<file path="config.mk">
export PLATFORM = sky130hd
export DESIGN_NAME = ac_store_unit
export DESIGN_NICKNAME = d
export VERILOG_FILES = /design/src/rtl/core_pkg.sv /design/src/rtl/store_fifo.sv /design/src/rtl/ac_store_unit.sv
export SDC_FILE = /design/constraint.sdc
export NUM_CORES = 1
export LEC_CHECK = 0
export CAP_MARGIN = 20
export CORE_MARGIN = 1
export CORE_UTILIZATION = 45
export DETAILED_ROUTE_END_ITERATION = 10
export GPL_TIMING_DRIVEN = 0
export PLACE_DENSITY = 0.77
export SKIP_LAST_GASP = 1
export SLEW_MARGIN = 0
export SYNTH_ARGS = -nofsm -noshare
export SYNTH_HDL_FRONTEND = slang
export SYNTH_HIERARCHICAL = 1
export SYNTH_SLANG_ARGS = --single-unit
</file>
<file path="constraint.sdc">
create_clock -name clock -period 2.8 [get_ports clock]
set_input_delay 0.56 -clock clock [delete_from_list [all_inputs] [get_ports clock]]
set_output_delay 0.56 -clock clock [all_outputs]
set_load 0.03 [all_outputs]
</file>
<file path="src/rtl/core_pkg.sv">
// Shared definitions for the AC store path: default widths, the store FSM
// state type and the layout of one buffered store entry.
package core_pkg;

  localparam int CORE_ADDR_W = 16;
  localparam int CORE_DATA_W = 16;

  typedef enum logic [0:0] {
    IDLE  = 1'b0,
    WRITE = 1'b1
  } st_state_e;

  // One buffered store at default widths; the FIFO packs {addr, data} in this order.
  typedef struct packed {
    logic [CORE_ADDR_W-1:0] addr;
    logic [CORE_DATA_W-1:0] data;
  } st_entry_t;

endpackage

</file>
<file path="src/rtl/store_fifo.sv">
// Circular FIFO for pending stores. Pointers carry one extra wrap bit so
// full and empty are distinguished without a separate counter.
module store_fifo #(
  parameter int DEPTH = 2,
  parameter int W     = 32
) (
  input  logic                       clock,
  input  logic                       rst_n,
  input  logic                       push_i,
  input  logic [W-1:0]               push_data_i,
  input  logic                       pop_i,
  output logic [W-1:0]               head_o,
  output logic                       full_o,
  output logic                       empty_o,
  output logic [$clog2(DEPTH):0]     level_o
);

  localparam int AW = $clog2(DEPTH);

  logic [W-1:0]  mem_q [DEPTH];
  logic [AW:0]   wr_ptr_q, wr_ptr_d;
  logic [AW:0]   rd_ptr_q, rd_ptr_d;

  assign empty_o = (wr_ptr_q == rd_ptr_q);
  assign full_o  = (wr_ptr_q[AW] != rd_ptr_q[AW]) && (wr_ptr_q[AW-1:0] == rd_ptr_q[AW-1:0]);
  assign level_o = wr_ptr_q - rd_ptr_q;
  assign head_o  = mem_q[rd_ptr_q[AW-1:0]];

  // Pointer advance; callers never push when full or pop when empty.
  always_comb begin
    wr_ptr_d = wr_ptr_q;
    rd_ptr_d = rd_ptr_q;
    if (push_i) wr_ptr_d = wr_ptr_q + 1'b1;
    if (pop_i)  rd_ptr_d = rd_ptr_q + 1'b1;
  end

  // Pointer registers; reset empties the buffer.
  always_ff @(posedge clock or negedge rst_n) begin
    if (!rst_n) begin
      wr_ptr_q <= '0;
      rd_ptr_q <= '0;
    end else begin
      wr_ptr_q <= wr_ptr_d;
      rd_ptr_q <= rd_ptr_d;
    end
  end

  // Entry storage; contents are only meaningful between the pointers.
  always_ff @(posedge clock) begin
    if (push_i) mem_q[wr_ptr_q[AW-1:0]] <= push_data_i;
  end

endmodule

</file>
<file path="src/rtl/ac_store_unit.sv">
// AC store unit: buffers accumulator stores from the control unit and drains
// them to memory with a held-request write handshake, in acceptance order.
// Optional macro STORE_TIMEOUT_EN adds a per-entry ack timeout that drops the
// stalled entry and sets a sticky err flag; without it, WRITE waits forever.
//
// state | meaning
// IDLE  | no write outstanding; leaves as soon as the buffer holds an entry
// WRITE | head entry driven on mem_*; pops on ack (or timeout drop)
module ac_store_unit
  import core_pkg::*;
#(
  parameter int ADDR_W  = CORE_ADDR_W,
  parameter int DATA_W  = CORE_DATA_W,
  parameter int DEPTH   = 2
`ifdef STORE_TIMEOUT_EN
  , parameter int TIMEOUT = 255
`endif
) (
  input  logic              clock,
  input  logic              rst_n,
  input  logic              st_valid,
  output logic              st_ready,
  input  logic [ADDR_W-1:0] st_addr,
  input  logic [DATA_W-1:0] st_data,
  output logic              mem_wr_en,
  output logic [ADDR_W-1:0] mem_addr,
  output logic [DATA_W-1:0] mem_data,
  input  logic              mem_ack,
  output logic              busy,
  output logic [15:0]       store_count,
  output logic              err
);

  localparam int EW = ADDR_W + DATA_W;
  localparam int LW = $clog2(DEPTH) + 1;

  st_state_e       state_q, state_d;
  logic [15:0]     count_q, count_d;
  logic            push, pop, ack_hit, drop, wr_active;
  logic            full, empty;
  logic [LW-1:0]   level;
  logic [EW-1:0]   head;

  assign wr_active   = (state_q == WRITE);
  assign st_ready    = !full;
  assign push        = st_valid & !full;
  assign ack_hit     = wr_active & mem_ack;
  assign pop         = ack_hit | drop;
  assign mem_wr_en   = wr_active;
  assign mem_addr    = wr_active ? head[EW-1:DATA_W] : '0;
  assign mem_data    = wr_active ? head[DATA_W-1:0]  : '0;
  assign busy        = !empty | wr_active;
  assign store_count = count_q;

  store_fifo #(
    .DEPTH (DEPTH),
    .W     (EW)
  ) u_fifo (
    .clock       (clock),
    .rst_n       (rst_n),
    .push_i      (push),
    .push_data_i ({st_addr, st_data}),
    .pop_i       (pop),
    .head_o      (head),
    .full_o      (full),
    .empty_o     (empty),
    .level_o     (level)
  );

  // Next state and completed-write count; a pop of the last entry with no
  // refill in the same cycle returns to IDLE, otherwise the next head follows.
  always_comb begin
    state_d = state_q;
    count_d = count_q;
    case (state_q)
      IDLE: begin
        if (!empty) state_d = WRITE;
      end
      WRITE: begin
        if (ack_hit) count_d = count_q + 16'd1;
        if (pop && (level == LW'(1)) && !push) state_d = IDLE;
      end
      default: state_d = IDLE;
    endcase
  end

  // FSM and counter registers.
  always_ff @(posedge clock or negedge rst_n) begin
    if (!rst_n) begin
      state_q <= IDLE;
      count_q <= '0;
    end else begin
      state_q <= state_d;
      count_q <= count_d;
    end
  end

`ifdef STORE_TIMEOUT_EN
  localparam int CW = $clog2(TIMEOUT + 1);

  logic [CW-1:0] wait_q, wait_d;
  logic          err_q, err_d;

  // The drop fires in the TIMEOUT-th unacknowledged WRITE cycle of an entry;
  // an ack in that same cycle takes precedence.
  assign drop = wr_active & !mem_ack & (wait_q == CW'(TIMEOUT - 1));
  assign err  = err_q;

  // Wait counter restarts for every new head entry.
  always_comb begin
    err_d = err_q | drop;
    if (!wr_active || pop) wait_d = '0;
    else                   wait_d = wait_q + 1'b1;
  end

  // Timeout registers; err stays set until reset.
  always_ff @(posedge clock or negedge rst_n) begin
    if (!rst_n) begin
      wait_q <= '0;
      err_q  <= 1'b0;
    end else begin
      wait_q <= wait_d;
      err_q  <= err_d;
    end
  end
`else
  assign drop = 1'b0;
  assign err  = 1'b0;
`endif

endmodule

</file>
# Yosys cells after proc, flatten, opt, wreduce, memory -nomap -nowiden
# Memory sizes are Yosys's and may differ from the RTL's.
# Cells that the tools add are included.
[word_totals] register_bits=21 ramBits=64 input_bits=36 wordCells=31 mem_count=1
[op_classes] n_addsub=4 eq_ne=4 n_mux=7 bitwise=4 n_reduce_logical=7
[memory_table] memory="u_fifo.mem_q" words=2 word_bits=32 rd=1 rd_clocked_by_memory_dff=0 write_ports=1 line_no="store_fifo.sv:20" source="logic [W-1:0] mem_q [DEPTH];"
[ops] op="16-bit 2-to-1 mux" n=2
[ops] op="16-bit by 1-bit adder with 16-bit output, second input constant" n=1
[ops] op="2-bit by 1-bit adder with 2-bit output, second input constant" n=2
[ops] op="1-bit 2-to-1 mux" n=4
[ops] op="1-bit logical AND" n=3
[ops] op="1-bit zero test" n=3
[ops] op="1-bit AND" n=2
[ops] op="2-bit by 1-bit == test with 1-bit output, second input constant" n=1
[ops] op="2-bit == test" n=1
[ops] op="1-bit one-hot mux with 2 select lines" n=1
[ops] op="2-bit AND reduction" n=1
[ops] op="2-bit subtractor" n=1
[ops] op="1-bit == test" n=1
[ops] op="1-bit inequality test" n=1
[ops] op="1-bit NOT" n=1
[ops] op="1-bit bitwise OR" n=1

# Logic depth before layout (Yosys ltp)
[depth] word_depth=8 ltp_mapped=7 mapped_depth_nobuf=7

# Cells and area by module
# Netlist, hierarchy kept.
[modules_own_cells] mod="store_fifo" instances=1 cells_each=118 area_each_um2=2657.5 seq_area_each_um2=2021.9
[modules_own_cells] mod="ac_store_unit" instances=1 cells_each=100 area_each_um2=982.2 seq_area_each_um2=425.4

# Worst setup path before layout
# Ideal clock, no wire load.
[synth_path] kind="register to register" startpoint="register u_fifo.wr_ptr_q[0]" endpoint="memory u_fifo.mem_q[0][0], enable pin" setup_ps=425 t_arrival_ps=2529 required_time_ps=2375 path_slack_ps=-154 path_stages_with_launch=7 path_buffers=0 cell_sequence="dfrtp_1 -> inv_1 -> ha_1 -> inv_1 -> nor2_1 -> nor2b_1 -> nor2b_1"
[synth_between] elab_chain_cells=6
[synth_rtl] element="from (decl)" line_no="store_fifo.sv:21" source="logic [AW:0] wr_ptr_q, wr_ptr_d;"
[synth_rtl] element="from (signal assigned)" line_no="store_fifo.sv:43" source="wr_ptr_q <= wr_ptr_d;"
[synth_rtl] element="1-bit == test" line_no="store_fifo.sv:25" source="assign full_o = (wr_ptr_q[AW] != rd_ptr_q[AW]) && (wr_ptr_q[AW-1:0] == rd_ptr_q[AW-1:0]);"
[synth_rtl] element="1-bit logical AND" line_no="store_fifo.sv:25"
[synth_rtl] element="named net full" line_no="ac_store_unit.sv:40" source="logic full, empty;"
[synth_rtl] element="1-bit zero test" line_no="ac_store_unit.sv:46" source="assign push = st_valid & !full;"
[synth_rtl] element="1-bit AND" line_no="ac_store_unit.sv:46"
[synth_rtl] element="named net push" line_no="ac_store_unit.sv:39" source="logic push, pop, ack_hit, drop, wr_active;"
[synth_rtl] element="1-bit 2-to-1 mux" line_no="store_fifo.sv:50" source="if (push_i) mem_q[wr_ptr_q[AW-1:0]] <= push_data_i;"
[synth_rtl] element="1-bit 2-to-1 mux (not written as such)" line_no="store_fifo.sv:50"
[synth_rtl] element="to (decl)" line_no="store_fifo.sv:20"
# The timed path passes the listed nets, and every way through them passes these cells.

# Worst setup path after layout
[layout_path] startpoint="register u_fifo.rd_ptr_q[0]" endpoint="output mem_data[0]"
[layout_between] elab_chain_cells=2
[layout_rtl] element="from (decl)" line_no="store_fifo.sv:22" source="logic [AW:0] rd_ptr_q, rd_ptr_d;"
[layout_rtl] element="from (signal assigned)" line_no="store_fifo.sv:44" source="rd_ptr_q <= rd_ptr_d;"
[layout_rtl] element="memory read 2 x 32 bit"
[layout_rtl] element="named net head[0]" line_no="ac_store_unit.sv:42" source="logic [EW-1:0] head;"
[layout_rtl] element="16-bit 2-to-1 mux" line_no="ac_store_unit.sv:51" source="assign mem_data = wr_active ? head[DATA_W-1:0] : '0;"
[layout_rtl] element="to (decl)" line_no="ac_store_unit.sv:27" source="output logic [DATA_W-1:0] mem_data,"
# The timed path passes the listed nets, and every way through them passes these cells.

==> impl_metrics.toml <==
[sta]
max_slew_margin_pct = 35.3
fin_ws_ns = 0.147
setup-tns-final_ns = 0
final.period_utilization_pct = 94.8
finalClockSkew_ns = 0.00832
grt_setup_unrepaired = "no"
period_needed_ns = 2.65
finalHoldViolations = 0
setup_viol = 0
max_freq_ghz = 0.377
tightest_slew_ns = 0.967
finalMaxSlewViolations = 0

[cells_and_area]
fillers = 604
multiInputGateArea_sq_um = 1090
synthToLayoutAreaGrowth_pct = 32.6
fin_nets = 354
n_antenna_cell = 0
drive_gt1_share_pct = 18.1
most-common-layout-cells = "clkdlybuf4s50_1, edfxtp_1, and2_1, mux2_4, dfrtp_1"
fin_util_pct = 62.1
layout_commonest_cell = "clkdlybuf4s50_1"
regArea_sq_um = 2450
fin_cells = 423

[hold_path]
holdCritPathClass = "flip-flop to flip-flop"
hold_depth = 1

[routing]
drc_errors = 0
route.final.wire_length_um = 6320
drt_first_pass_iters = 4
viasPerCell = 4.74
num_vias = 2005
ant_nets = 0
wl_per_cell_um = 14.9
dr.first_iter.drc_count = 79

[logic_synthesis]
synth_top_area_share_pct = 52.8
syn_nets = 256
synth-seq-area-share_pct = 67.2
yosysTopAreaCell = "edfxtp_1"
synth_area_sq_um = 3640
syn_inst = 218
syn_avg_cell_area_sq_um = 16.7
synth_area_leaders = "edfxtp_1, dfrtp_1, mux2_4, and2_1, xnor2_1"
yosysUniqueCellTypes = 26
synth_seq_cells = 85
ys_warn_count = 6

[setup_path]
crit_arrival_ns = 2.09
critPathCaptureType = "primary output"
critPathKind = "flip-flop to primary output"
cp.required_ns = 2.24
crit_path_max_fanout = 10
worst_setup_path_start_kind = "flip-flop"
rr_worst_depth = 6

[global_routing]
grt_pass1_vias = 2025
antenna_found_initial = 0
grt_usage_pct = 15.7
grt_overflow_total = 0
grt_max_degree = 34
grt_pass1_wl_um = 9890

[floorplan]
start_util_pct = 46.9
die_w_um = 91.9
core_area_sq_um = 7770
die_h_um = 91.9
placementRows = 32
pin_count = 88
die-area_sq_um = 8450

[clock_tree]
cts_max_level = 3
postCtsHoldBufs = 0
postCtsSetupRepairBufs = 0
numCtsBuffers = 9
insertion_delay_ns = 0.34
tritoncts = "yes"
cts-root-buf = "clkbuf_8"
clock_path_buffers = 2
cts_resized = 0
cts_sinks = 85
path_clk_slew_ns = 0.09

[power_and_ir_drop]
total_power_mw = 5.38
irDropWorstVdd_uv = 526
power_leakage_nw = 1.84
p_per_area_nw_per_um2 = 1110

[run]
maxCapViolations = 0

[placement]
hpwl_um = 4320
dp_cells = 407
portBuffers = 86
dp_slack_ns = 0.329
place_congestion = 0.766

[outcome]
status = "completed"
[through the flow]
stage	instance area, sq um	hold WS, ns
floorplan	3640	0.264
global placement	4630	0.462
detailed placement	4660	0.470
CTS	4820	0.486
global route	4830	0.508
finish	4830	0.477
[power by group]
group          switching (mW)  internal, mW  leakage, nW
clock network           0.415         0.319       0.0776
registers               0.160          1.78        0.862
logic                    1.39          1.31        0.898
[final cells by class]
cell class / instances / share of cell area, %
tap: 102 / 2.64
inverter: 5 / 0.389
clock buffer: 10 / 2.64
buffer: 8 / 1.87
clock inverter: 6 / 0.830
sequential: 85 / 50.7
multi-input combinational: 120 / 22.6
timing repair buffer: 87 / 18.3
[kinds of logic (layout without fill, tap and decap cells)]
kind of cell               Yosys count  after routing  synth area share, %
DFF                                 85             85                 67.2
and+or+nand+nor                     62             62                 10.5
muxes                               33             33                 13.1
xor gates and xnor gates            21             21                 5.05
buffers and inverters               13            116                 2.99
adders and majority gates            2              2                0.687
other                                1              1                0.103
AOI/OAI and AO/OA                    1              1                0.309
[metal layers]
metal / vias to the layer above / share of wire [%] / global-route usage [%]
met5: - / 0 / 0
met4: 0 / 2.4 / 7.94
met3: 12 / 3.7 / 3.32
met2: 52 / 50 / 25.8
met1: 964 / 44 / 19.7
li1: 977 / - / -
[flip-flops by register name, summed over array words and instances (netlist names)]
signal,count
store_count,16
mem_wr_en,1
u_fifo/wr_ptr_q,2
u_fifo/rd_ptr_q,2
u_fifo/mem_q,64
[critical path, cell delays in order (launching register included)]
cell and delay (ns):
dfrtp_1 0.40, buf_6 0.16, buf_12 0.15, mux2_4 0.29
and2_1 0.16, clkdlybuf4s50_1 0.60
[cell usage after synthesis]
cell       n
clkbuf_1   3
dfrtp_1   21
and3_1     3
nor2_1     3
xor2_1     7
o41a_1     1
mux2_2     5
nor4_4     1
nand4_2    1
inv_1      5
buf_12     3
nor3_1     1
nand2_1    6
mux2_4    28
buf_4      1
buf_6      1
nand2b_1   1
nor2b_1    2
and2_1    34
conb_1     1
ha_1       2
xnor2_1   14
nor3_2     1
nand4_1    4
nand3_1    5
edfxtp_1  64
[final timing paths]
check	from	end	slack [ns]
worst min-delay path	store_count[15]	store_count[15]	0.48
max in group asynchronous	rst_n	mem_wr_en	1.40
worst max-delay path	u_fifo/rd_ptr_q[0]	mem_data[0]	0.15
worst min register to register	store_count[15]	store_count[15]	0.48
min in group asynchronous	rst_n	store_count[11]	0.75
worst max register to register	u_fifo/wr_ptr_q[0]	u_fifo/mem_q[1][9]	0.41
No activity file was read; power rests on OpenSTA's default activity.
